### src/rtl/frame_header_parser_if.sv
// Frame buffer access bundle between the buffer and the header parser.
// master: frame buffer side, slave: parser side.
interface frame_header_parser_if #(
  parameter int ADDR_W = 9,
  parameter int DATA_W = 9
);
  logic [DATA_W-1:0] in_frame_data;
  logic              in_frame_valid;
  logic              in_frame_data_valid;
  logic [ADDR_W-1:0] in_frame_tail;
  logic              in_frame_next;
  logic [ADDR_W-1:0] in_frame_addr;
  logic              in_frame_latch_tail;

  modport master (
    output in_frame_data,
    output in_frame_valid,
    output in_frame_data_valid,
    output in_frame_tail,
    output in_frame_next,
    input  in_frame_addr,
    input  in_frame_latch_tail
  );

  modport slave (
    input  in_frame_data,
    input  in_frame_valid,
    input  in_frame_data_valid,
    input  in_frame_tail,
    input  in_frame_next,
    output in_frame_addr,
    output in_frame_latch_tail
  );
endinterface

### src/rtl/frame_header_parser.sv
// Frame header parser: walks the circular buffer from the tail, latches
// EID/length, skips extra header bytes and checks payload length.
module frame_header_parser #(
  parameter int         ADDR_W    = 9,
  parameter int         DATA_W    = 9,
  parameter int         EXTRA_HDR = 0,
  parameter logic [7:0] FRAG_CODE = 8'hFF,
  parameter int         CNT_W     = 8
) (
  input  logic             clk,
  input  logic             rst,
  frame_header_parser_if.slave fb,
  input  logic             eid_filter_en,
  input  logic [7:0]       eid_filter_val,
  input  logic [7:0]       eid_filter_mask,
  output logic [7:0]       header_eid,
  output logic [7:0]       header_len,
  output logic             header_done,
  output logic             header_match,
  output logic             packet_is_empty,
  output logic             is_fragment,
  output logic [CNT_W-1:0] payload_count,
  output logic             length_error,
  output logic             header_abort,
  input  logic             header_done_clear
);

  typedef enum logic [2:0] {
    S_IDLE, S_EID, S_LEN, S_SKIP, S_PAYLOAD, S_WAIT_END
  } state_t;

  localparam logic [3:0] SKIP_LAST =
    4'(EXTRA_HDR > 0 ? EXTRA_HDR - 1 : 0);

  state_t            state, state_n;
  logic [ADDR_W-1:0] offset, offset_n;
  logic [3:0]        skip_cnt, skip_n;
  logic [7:0]        eid_n, len_n;
  logic [CNT_W-1:0]  cnt_n;
  logic              done_n, match_n;
  logic              empty_n, frag_n;
  logic              lerr_n, abort_n;
  logic              latch_q, latch_n;
  logic              set_done, go_idle, inc;
  logic [7:0]        byte_in;

  assign byte_in = fb.in_frame_data[7:0];
  assign fb.in_frame_addr = fb.in_frame_tail + offset;
  assign fb.in_frame_latch_tail = latch_q;

  if (DATA_W > 8) begin : g_hi
    logic unused_hi;
    assign unused_hi = ^fb.in_frame_data[DATA_W-1:8];
  end

  always_comb begin
    state_n  = state;
    skip_n   = skip_cnt;
    eid_n    = header_eid;
    len_n    = header_len;
    frag_n   = is_fragment;
    empty_n  = packet_is_empty;
    cnt_n    = payload_count;
    match_n  = header_match;
    lerr_n   = 1'b0;
    abort_n  = 1'b0;
    latch_n  = 1'b0;
    set_done = 1'b0;
    go_idle  = 1'b0;
    inc      = 1'b0;
    unique case (state)
      S_IDLE: begin
        cnt_n = '0;
        if (fb.in_frame_valid) begin
          inc     = 1'b1;
          state_n = S_EID;
        end
      end
      S_EID: begin
        if (!fb.in_frame_valid) begin
          go_idle = 1'b1;
          abort_n = 1'b1;
        end else if (fb.in_frame_data_valid) begin
          eid_n   = byte_in;
          inc     = 1'b1;
          state_n = S_LEN;
        end
      end
      S_LEN: begin
        if (!fb.in_frame_valid) begin
          go_idle = 1'b1;
          abort_n = 1'b1;
        end else if (fb.in_frame_data_valid) begin
          len_n   = byte_in;
          frag_n  = (byte_in == FRAG_CODE);
          empty_n = (byte_in == 8'h00);
          inc     = 1'b1;
          skip_n  = '0;
          if (EXTRA_HDR > 0) begin
            state_n = S_SKIP;
          end else begin
            set_done = 1'b1;
            state_n  = S_PAYLOAD;
          end
        end
      end
      S_SKIP: begin
        if (!fb.in_frame_valid) begin
          go_idle = 1'b1;
          abort_n = 1'b1;
        end else if (fb.in_frame_data_valid) begin
          inc    = 1'b1;
          skip_n = skip_cnt + 4'd1;
          if (skip_cnt == SKIP_LAST) begin
            set_done = 1'b1;
            state_n  = S_PAYLOAD;
          end
        end
      end
      S_PAYLOAD: begin
        if (!fb.in_frame_valid) begin
          go_idle = 1'b1;
          lerr_n  = !is_fragment && !packet_is_empty &&
                    (32'(payload_count) != 32'(header_len));
        end else if (fb.in_frame_next) begin
          inc = 1'b1;
          if (payload_count != '1)
            cnt_n = payload_count + 1'b1;
        end
      end
      S_WAIT_END: begin
        if (!fb.in_frame_valid)
          go_idle = 1'b1;
      end
      default: state_n = S_IDLE;
    endcase

    // Every way back to IDLE releases the frame slot in the buffer.
    if (go_idle) begin
      state_n = S_IDLE;
      cnt_n   = '0;
      latch_n = 1'b1;
    end

    offset_n = (state == S_IDLE || go_idle) ? '0 : offset;
    if (inc)
      offset_n = offset_n + 1'b1;

    done_n = header_done;
    if (set_done) begin
      done_n  = 1'b1;
      match_n = !eid_filter_en ||
        (((header_eid ^ eid_filter_val) & eid_filter_mask) == 8'h00);
    end
    if (header_done_clear || !fb.in_frame_valid)
      done_n = 1'b0;
  end

  always_ff @(posedge clk) begin
    if (rst) begin
      state           <= S_IDLE;
      offset          <= '0;
      skip_cnt        <= '0;
      header_eid      <= '0;
      header_len      <= '0;
      header_done     <= 1'b0;
      header_match    <= 1'b0;
      packet_is_empty <= 1'b0;
      is_fragment     <= 1'b0;
      payload_count   <= '0;
      length_error    <= 1'b0;
      header_abort    <= 1'b0;
      latch_q         <= 1'b0;
    end else begin
      state           <= state_n;
      offset          <= offset_n;
      skip_cnt        <= skip_n;
      header_eid      <= eid_n;
      header_len      <= len_n;
      header_done     <= done_n;
      header_match    <= match_n;
      packet_is_empty <= empty_n;
      is_fragment     <= frag_n;
      payload_count   <= cnt_n;
      length_error    <= lerr_n;
      header_abort    <= abort_n;
      latch_q         <= latch_n;
    end
  end

endmodule

### src/flat_wrapper.sv
// flat-port wrapper written by rule: the top's interface ports become plain ports
module frame_header_parser_flat 
#(
  parameter int         ADDR_W    = 9,
  parameter int         DATA_W    = 9,
  parameter int         EXTRA_HDR = 0,
  parameter logic [7:0] FRAG_CODE = 8'hFF,
  parameter int         CNT_W     = 8
)
  (clk, rst, eid_filter_en, eid_filter_val, eid_filter_mask, header_eid, header_len, header_done, header_match, packet_is_empty, is_fragment, payload_count, length_error, header_abort, header_done_clear, fb_in_frame_data, fb_in_frame_valid, fb_in_frame_data_valid, fb_in_frame_tail, fb_in_frame_next, fb_in_frame_addr, fb_in_frame_latch_tail);
  frame_header_parser_if #(.ADDR_W(ADDR_W), .DATA_W(DATA_W)) fb_i ();
  input  logic clk;
  input  logic rst;
  input  logic eid_filter_en;
  input  logic [7:0] eid_filter_val;
  input  logic [7:0] eid_filter_mask;
  output logic [7:0] header_eid;
  output logic [7:0] header_len;
  output logic header_done;
  output logic header_match;
  output logic packet_is_empty;
  output logic is_fragment;
  output logic [CNT_W-1:0] payload_count;
  output logic length_error;
  output logic header_abort;
  input  logic header_done_clear;
  input wire logic [$bits(fb_i.in_frame_data)-1:0] fb_in_frame_data;
  input wire logic [$bits(fb_i.in_frame_valid)-1:0] fb_in_frame_valid;
  input wire logic [$bits(fb_i.in_frame_data_valid)-1:0] fb_in_frame_data_valid;
  input wire logic [$bits(fb_i.in_frame_tail)-1:0] fb_in_frame_tail;
  input wire logic [$bits(fb_i.in_frame_next)-1:0] fb_in_frame_next;
  output wire logic [$bits(fb_i.in_frame_addr)-1:0] fb_in_frame_addr;
  output wire logic [$bits(fb_i.in_frame_latch_tail)-1:0] fb_in_frame_latch_tail;
  assign fb_i.in_frame_data = fb_in_frame_data;
  assign fb_i.in_frame_valid = fb_in_frame_valid;
  assign fb_i.in_frame_data_valid = fb_in_frame_data_valid;
  assign fb_i.in_frame_tail = fb_in_frame_tail;
  assign fb_i.in_frame_next = fb_in_frame_next;
  assign fb_in_frame_addr = fb_i.in_frame_addr;
  assign fb_in_frame_latch_tail = fb_i.in_frame_latch_tail;
  frame_header_parser #(.ADDR_W(ADDR_W), .DATA_W(DATA_W), .EXTRA_HDR(EXTRA_HDR), .FRAG_CODE(FRAG_CODE), .CNT_W(CNT_W)) u_core (.clk(clk), .rst(rst), .fb(fb_i), .eid_filter_en(eid_filter_en), .eid_filter_val(eid_filter_val), .eid_filter_mask(eid_filter_mask), .header_eid(header_eid), .header_len(header_len), .header_done(header_done), .header_match(header_match), .packet_is_empty(packet_is_empty), .is_fragment(is_fragment), .payload_count(payload_count), .length_error(length_error), .header_abort(header_abort), .header_done_clear(header_done_clear));
endmodule
### config.mk
export PLATFORM = sky130hd
export DESIGN_NAME = frame_header_parser_flat
export DESIGN_NICKNAME = d
export VERILOG_FILES = /design/src/rtl/frame_header_parser_if.sv /design/src/rtl/frame_header_parser.sv /design/src/flat_wrapper.sv
export SDC_FILE = /design/constraint.sdc
export NUM_CORES = 1
export LEC_CHECK = 0
export BUFFER_PORTS_ARGS = -buffer_cell sky130_fd_sc_hd__buf_2
export CAP_MARGIN = 15
export CORE_MARGIN = 3
export CORE_UTILIZATION = 45
export CTS_CLUSTER_SIZE = 24
export DETAILED_ROUTE_END_ITERATION = 10
export PLACE_DENSITY = 0.71
export SLEW_MARGIN = 20
export SYNTH_ARGS = -nofsm -noshare
export SYNTH_HDL_FRONTEND = slang
export SYNTH_SLANG_ARGS = --single-unit
### constraint.sdc
create_clock -name clk -period 2.35 [get_ports clk]
set_input_delay 0.1175 -clock clk [delete_from_list [all_inputs] [get_ports clk]]
set_output_delay 0.1175 -clock clk [all_outputs]
set_load 0.02 [all_outputs]
Word level (Yosys, flattened, before mapping)
Cells that the tools add are included.
{"block": "word_totals", "inputBits": 41, "ff_bits": 47, "out_inout_bits": 40}
{"block": "op_classes", "n_eq_ne": 19, "n_reduce_logical": 27, "addsub": 4, "bitwise": 5, "mux": 33}
{"op": "two-way mux 3 bit", "count": 8}
{"op": "two-way mux 8 bit", "count": 3}
{"op": "two-way mux 9 bit", "count": 2}
{"op": "!= test 2 bit (second input constant)", "count": 9}
{"op": "logical NOT 8 bit", "count": 2}
{"op": "two-way mux 4 bit", "count": 4}
{"op": "one-hot mux 8 bit (2 select lines)", "count": 1}
{"op": "one-hot mux 3 bit (5 select lines)", "count": 1}
{"op": "two-way mux 1 bit", "count": 11}
{"op": "adder 9 x 1 -> 9 bit (second input constant)", "count": 1}
{"op": "adder 9 bit", "count": 1}
{"op": "AND reduction 9 bit", "count": 1}
{"op": "adder 8 x 1 -> 8 bit (second input constant)", "count": 1}
{"op": "bitwise AND 8 bit", "count": 1}
{"op": "== test 8 bit (second input constant)", "count": 1}
{"op": "!= test 8 bit", "count": 1}
{"op": "!= test 8 bit (second input constant)", "count": 1}
{"op": "one-hot mux 4 bit (2 select lines)", "count": 1}
{"op": "OR reduction 2 bit", "count": 4}
{"op": "bitwise XOR 8 bit", "count": 1}
{"op": "== test 3 x 2 -> 1 bit (second input constant)", "count": 2}
{"op": "== test 3 bit (second input constant)", "count": 2}
{"op": "AND reduction 3 bit", "count": 2}
{"op": "OR reduction 3 bit", "count": 2}
{"op": "other kinds (15)", "count": 25}

Depth between registers and ports, before layout
Gate-level depths: netlist of the first run.
{"block": "logic_depth", "ltp_word": 7, "ltp_mapped": 10}

Worst setup path before layout of the first run
Ideal clock, no wire load.
{"block": "synth_path", "path_kind": "register to output", "from": "register u_core.offset[0]", "to": "output fb_in_frame_addr[8]", "path_buffers": 0, "path_stages_with_launch": 9, "arrival_time_ns": 1.727, "slack_ns": 0.506, "required_time_ns": 2.233, "cell_sequence": "dfxtp_1 -> ha_1 -> inv_1 -> fa_1 -> nor2b_1 -> o2111ai_1 -> nand3_1 -> o41ai_1 -> xnor2_1"}
{"block": "synth_via", "elab_chain_cells": 1}
{"element": "start, declared", "line": "frame_header_parser.sv:36", "source": "logic [ADDR_W-1:0] offset, offset_n;"}
{"element": "start signal, assigned", "line": "frame_header_parser.sv:176", "source": "offset <= offset_n;"}
{"element": "adder 9 bit", "line": "frame_header_parser.sv:48", "source": "assign fb.in_frame_addr = fb.in_frame_tail + offset;"}
{"element": "end, declared", "line": "flat_wrapper.sv:32", "source": "output wire logic [$bits(fb_i.in_frame_addr)-1:0] fb_in_frame_addr;"}
No other way between the ends.

Final worst setup path of the first run
Ends and elaborated chain as after synthesis.

==> reports/qor.yml, run 1 <==
status:
  status: "finished clean"
setup_path:
  path_max_fanout: 3
  max_stage_delay_ns: 0.34
  required_ns: 2.23
  crit_path_start_kind: "register"
  path_cells: "ha_1 -> inv_1 -> fa_2 -> nor2b_2 -> o2111ai_1 -> nand3_1 -> o41ai_2 -> xnor2_1 -> buf_4"
  cp_data_arrival_time_ns: 2.09
  cp_slowest_cell: "dfxtp_2"
  worstSetupEndpointType: "output pin"
  worstSetupPathType: "register to output pin"
global_route:
  grt_first_pass_wirelength_um: 9730
  gr-usage-all-layers: 0.179
  grt_overflow: 0
  antenna_found_initial: 0
  grt_pass1_vias: 2180
  grt_max_degree: 33
sta:
  tns_ns: 0
  rsz0062_at_grt: "no"
  hold_viol: 0
  finalSetupViolCount: 0
  worstMarginPinSlew_ns: 0.569
  final_max_slew_viol_count: 0
  fmax_mhz: 452
  fin_hold_ws_ns: 0.0921
  post-route-period-util: 0.941
  slew_headroom: 0.621
  finalCriticalPeriod_ns: 2.21
  fin_worst_skew_ns: 0.00653
worst_hold_path:
  min_path_type: "input port to register"
die:
  die_y_um: 82.6
  dieWidth_um: 82.6
  initial_core_util: 0.471
  ios: 81
  num_rows: 27
  dieArea_sq_mm: 0.00682
  coreArea_sq_mm: 0.00561
logic_synthesis:
  ys_warn_count: 0
  avgSynthCellArea_sq_um: 8.54
  synth-seq-cells: 47
  syn_area_sq_mm: 0.00264
  async_flop_share: 0
  seq_area_frac_synth: 0.356
  synth-edff-count: 0
  synth_cell_types: 47
  synth_cells: 309
  syn-num-nets: 363
  synth_ff_type: "dfxtp_1"
power_and_ir_drop:
  power.leakage_uw: 0.00140
  pwr_density_cell_mw_per_mm2: 477
  vdd_ir_drop_max_mv: 0.234
place:
  numPortBuffers: 79
  gp_congestion: 0.793
  dp_hpwl_um: 4490
clock_network:
  cts_root_buf: "clkbuf_8"
  clockBufferDepth: 2
  clk_pin_slew_ns: 0.09
  insertion_delay_ns: 0.30
  clock-sinks: 47
  cts_tree: "yes"
  cts_made_buffers: 5
  htree_levels: 2
routing:
  viasPerCell: 5.22
  wl_per_cell_um: 12.6
  vias: 2398
  drtIter0Drc: 104
  drc_errors: 0
  routed_wl_um: 5790
  drt_pass1_iterations: 4
  ant_nets: 0
finish:
  antennaDiodeCount: 0
  layout_common_cells: "buf_2 (78), dfxtp_1 (45), nor2_1 (44)"
  regArea_sq_um: 943
  multi_input_area_sq_mm: 0.00160
  fill_cells: 546
  syn_to_final_growth_pct: 20.7
  layout_commonest_cell: "buf_2"
  finish.utilization: 0.568
  nets: 440
  drive_above_1_share: 0.258
flow_run:
  max_cap_violations: 0
## flip-flops by register name, indices dropped and copies added, names as in the netlist
name                           count
u_core.length_error                1
u_core.offset                      9
u_core.packet_is_empty             1
u_core.skip_cnt                    4
u_core.state                       3
u_core.fb.in_frame_latch_tail      1
u_core.payload_count               8
u_core.header_match                1
u_core.header_done                 1
u_core.header_eid                  8
u_core.is_fragment                 1
u_core.header_abort                1
u_core.header_len                  8
## worst paths after layout
path | from | endpoint | slack, ns | cells past startpoint
max | u_core.offset[0] | fb_in_frame_addr[8] | 0.14 | 9
min | fb_in_frame_data[0] | u_core.header_len[0] | 0.09 | 3
max reg2reg | u_core.state[2] | u_core.offset[8] | 0.31 | 9
min reg2reg | u_core.skip_cnt[1] | u_core.skip_cnt[1] | 0.50 | 2
## stage by stage
step	power [uW]	std cells	setup WS [ns]	cell area, sq um
3_3_place_gp	1050	449	0.408	3060
5_1_grt	1580	459	0.00497	3190
4_1_cts	1530	459	0.0477	3180
2_1_floorplan	975	309	0.506	2640
6_report	1520	459	0.140	3190
3_5_place_dp	1050	449	0.330	3060
## per-layer routing
layer	vias to the layer above	share of wire	GRT usage
li1	1237	-	-
met1	1094	0.48	0.236
met2	60	0.46	0.293
met3	7	0.052	0.0434
met4	0	0.0079	0.0441
met5	-	0	0
## critical path: cells and delay by family (launching register included)
family | cells | cell delay, ns
xor gates and xnor gates | 1 | 0.16
buffers and inverters | 2 | 0.23
AOI/OAI and AO/OA | 2 | 0.45
adders and majority gates | 2 | 0.41
DFF | 1 | 0.34
and+or+nand+nor | 2 | 0.21
## cells in the mapped netlist, drive strengths merged (2+ instances only)
cell type	n	share of area
dfxtp	47	0.36
nor2	46	0.071
xor2	25	0.083
a21oi	19	0.036
nand2	19	0.027
nand3	18	0.034
o21ai	14	0.027
xnor2	13	0.043
ha	12	0.057
inv	12	0.017
mux2i	9	0.034
nand4	8	0.019
a22oi	6	0.017
buf	6	0.017
clkbuf	6	0.0090
nor4	6	0.014
a211oi	5	0.022
and3	4	0.010
and2	3	0.0071
nand2b	3	0.0071
nor3	3	0.0057
o21bai	3	0.0085
and4	2	0.0066
nor2b	2	0.0047
o2111ai	2	0.013
o21a	2	0.0057
o41ai	2	0.0066
## what timing repair did
item | CTS | global route
resized for setup | 1 | 5
hold buffers | 2 | 0
pin swaps | 0 | 1
setup endpoints to repair | 1 | 2
setup buffers | 0 | 0
hold endpoints to repair | 2 | 0
## power by group
| group | switching, uW | internal, uW | leakage (uW) |
|---|---|---|---|
| Clock | 274 | 208 | 0.0000412 |
| Sequential | 8.19 | 806 | 0.000380 |
| Combinational | 135 | 86.9 | 0.000977 |
| Total | 417 | 1100 | 0.00140 |
## logic make-up after synthesis
logic type      synth area share
simple gates               0.219
compound gates             0.156
flops                      0.356
xor+xnor                   0.126
buf+inv                   0.0431
fa+ha+maj                 0.0645
mux                       0.0341
## area by class of cell
cell class	instances	area share
multi-input combinational	238	0.501
clock buffer	6	0.0228
clock inverter	2	0.00393
timing repair buffer	82	0.133
sequential	47	0.296
tap	72	0.0283
inverter	12	0.0141
Power figures use the tool's default switching activity.
==> run 2: changes to the inputs <==
--- a/config.mk
+++ b/config.mk
@@ -11,7 +11,7 @@
 export CORE_UTILIZATION = 45
 export CTS_CLUSTER_SIZE = 24
 export DETAILED_ROUTE_END_ITERATION = 10
-export PLACE_DENSITY = 0.71
+export PLACE_DENSITY = 0.74
 export SLEW_MARGIN = 20
 export SYNTH_ARGS = -nofsm -noshare
 export SYNTH_HDL_FRONTEND = slang
==> constraint.sdc (replaced) <==
create_clock -name clk -period 1.9 [get_ports clk]
set_input_delay 0.095 -clock clk [delete_from_list [all_inputs] [get_ports clk]]
set_output_delay 0.095 -clock clk [all_outputs]
set_load 0.02 [all_outputs]
==> run 2 against run 1 <==
Compared with the run above: largest cell class unchanged; highest routed layer unchanged; clock power is 47% higher; global-route usage up 0.67 points; core utilization increased by 5.1 points; the flow now finishes with violations (negative setup slack); worst hold slack got worse by 0.033 ns; combinational power increased by 40%; power rose by 33%.
==> reports/qor.yml, run 2 (same netlist as run 1, synthesis figures left out) <==
finish:
  nets: 457
  syn_to_final_growth_pct: 31.6
  layout_commonest_cell: "buf_2"
  drive_above_1_share: 0.328
  antennaDiodeCount: 0
  regMostFlops: "u_core.offset"
  largest_reg_flops: 9
  layout_common_cells: "buf_2 (74), nor2_1 (44), dfxtp_1 (42)"
global_route:
  grt.busiest_layer: "met2"
  use_met2: 0.310
  grt_first_pass_wirelength_um: 9980
  met3_usage: 0.0380
  gr-usage-all-layers: 0.186
  use_met1: 0.234
  grt_overflow: 0
  antenna_found_initial: 0
  grt_max_degree: 21
  grt_pass1_vias: 2295
setup_path:
  reg2reg_depth: 5
  required_ns: 1.80
  reg2reg_from: "u_core.state[0]"
  worstSetupEndpointType: "output pin"
  path_max_fanout: 2
  crit_start: "u_core.offset[0]"
  cp_data_arrival_time_ns: 2.01
  r2r_end: "u_core.payload_count[1]"
  max_stage_delay_ns: 0.35
  ff2ff_setup_slack_ns: 0.20
  cp_slowest_cell: "dfxtp_2"
  path_cells: "ha_4 -> inv_2 -> fa_2 -> nor2b_4 -> o2111ai_2 -> nand3_2 -> o41ai_4 -> xnor2_1 -> buf_4"
  worstSetupPathType: "register to output pin"
  crit_path_start_kind: "register"
routing:
  ant_nets: 0
  routed_wl_um: 6230
  drt_pass1_iterations: 4
  viasPerCell: 5.28
  wl_per_cell_um: 13.1
  drc_errors: 0
  drtIter0Drc: 123
  vias: 2507
sta:
  finalCriticalPeriod_ns: 2.10
  slew_headroom: 0.706
  fin_worst_skew_ns: 0.00408
  rsz0062_at_grt: "yes"
  fin_hold_ws_ns: 0.0595
  fin_ws_ns: -0.203
  fmax_mhz: 475
  post-route-period-util: 1.11
  final_max_slew_viol_count: 0
  hold_viol: 0
  finalSetupViolCount: 4
  worstMarginPinSlew_ns: 0.441
die:
  die_y_um: 82.6
  dieWidth_um: 82.6
  ios: 81
  coreArea_sq_mm: 0.00561
  num_rows: 27
  dieArea_sq_mm: 0.00682
  initial_core_util: 0.471
clock_network:
  clock-sinks: 47
  cts_tree: "yes"
  cts_root_buf: "clkbuf_8"
  insertion_delay_ns: 0.30
  clk_pin_slew_ns: 0.08
  cts_made_buffers: 5
  clockBufferDepth: 2
  htree_levels: 2
place:
  pre_cts_ws_ns: -0.0769
  gp_congestion: 0.813
  numPortBuffers: 79
  dp_hpwl_um: 4710
status:
  violations: "negative setup slack"
  status: "finished, violations left"
power_and_ir_drop:
  vdd_ir_drop_max_mv: 0.297
  power.leakage_uw: 0.00152
  pwr_density_cell_mw_per_mm2: 583
flow_run:
  max_cap_violations: 0
worst_hold_path:
  whs_path_depth: 3
  min_to: "u_core.header_len[2]"
  hold_start: "fb_in_frame_data[2]"
  min_path_type: "input port to register"
[run 2: layout make-up]
type	count	area, sq um
clock buffers	5	68.8
clock inverters	2	37.5
fillers	497	2130
inverters	12	45.0
multi-input cells	238	1720
flip-flops and latches	47	950
well taps	72	90.1
repair buffers	99	567
[run 2: timing repair]
item / in CTS / in global routing
pin swaps: 3 / 7
endpoints found under the setup margin: 4 / 6
buffers inserted: 1 / 1
cloned: 0 / 0
resized for setup: 9 / 24
hold endpoints to repair: 2 / 0
hold buffers: 2 / 0
[run 2: how the worst max path moves through the flow]
stage                                      to  slack [ns]  depth (start not counted)
after CTS                 fb_in_frame_addr[8]       -0.25                          9
final                     fb_in_frame_addr[8]       -0.20                          9
after floorplan           fb_in_frame_addr[8]        0.08                          8
after global routing      fb_in_frame_addr[8]       -0.26                          9
after global placement    fb_in_frame_addr[8]        0.05                          9
after detailed placement  fb_in_frame_addr[8]       -0.08                          9
[run 2: layer usage]
metal	part of all wire	wire length (um)
met3	0.068	426
met5	0	0
met4	0.0072	45
met1	0.43	2690
met2	0.49	3060
[run 2: worst max-delay path, delay by kind of cell (launching register included)]
kind / cells / cell delay [ns]
buf+inv: 2 / 0.21
simple gates: 2 / 0.19
fa+ha+maj: 2 / 0.39
flops: 1 / 0.35
xor+xnor: 1 / 0.16
compound gates: 2 / 0.41
[run 2: per-stage QoR]
stage	cell area [sq um]	cells	TNS [ns]	util	total power (uW)
6_report	3470	475	-0.463	0.620	2030
3_3_place_gp	3180	464	0	0.566	1300
2_1_floorplan	2640	309	0	-	1210
5_1_grt	3470	475	-0.767	0.620	2110
3_5_place_dp	3180	464	-0.0769	0.566	1310
4_1_cts	3350	474	-0.549	0.597	2030
[run 2: power by group]
| group | switching (uW) | internal [uW] |
|---|---|---|
| sequential | 9.21 | 996 |
| combinational | 179 | 131 |
| clock | 328 | 384 |
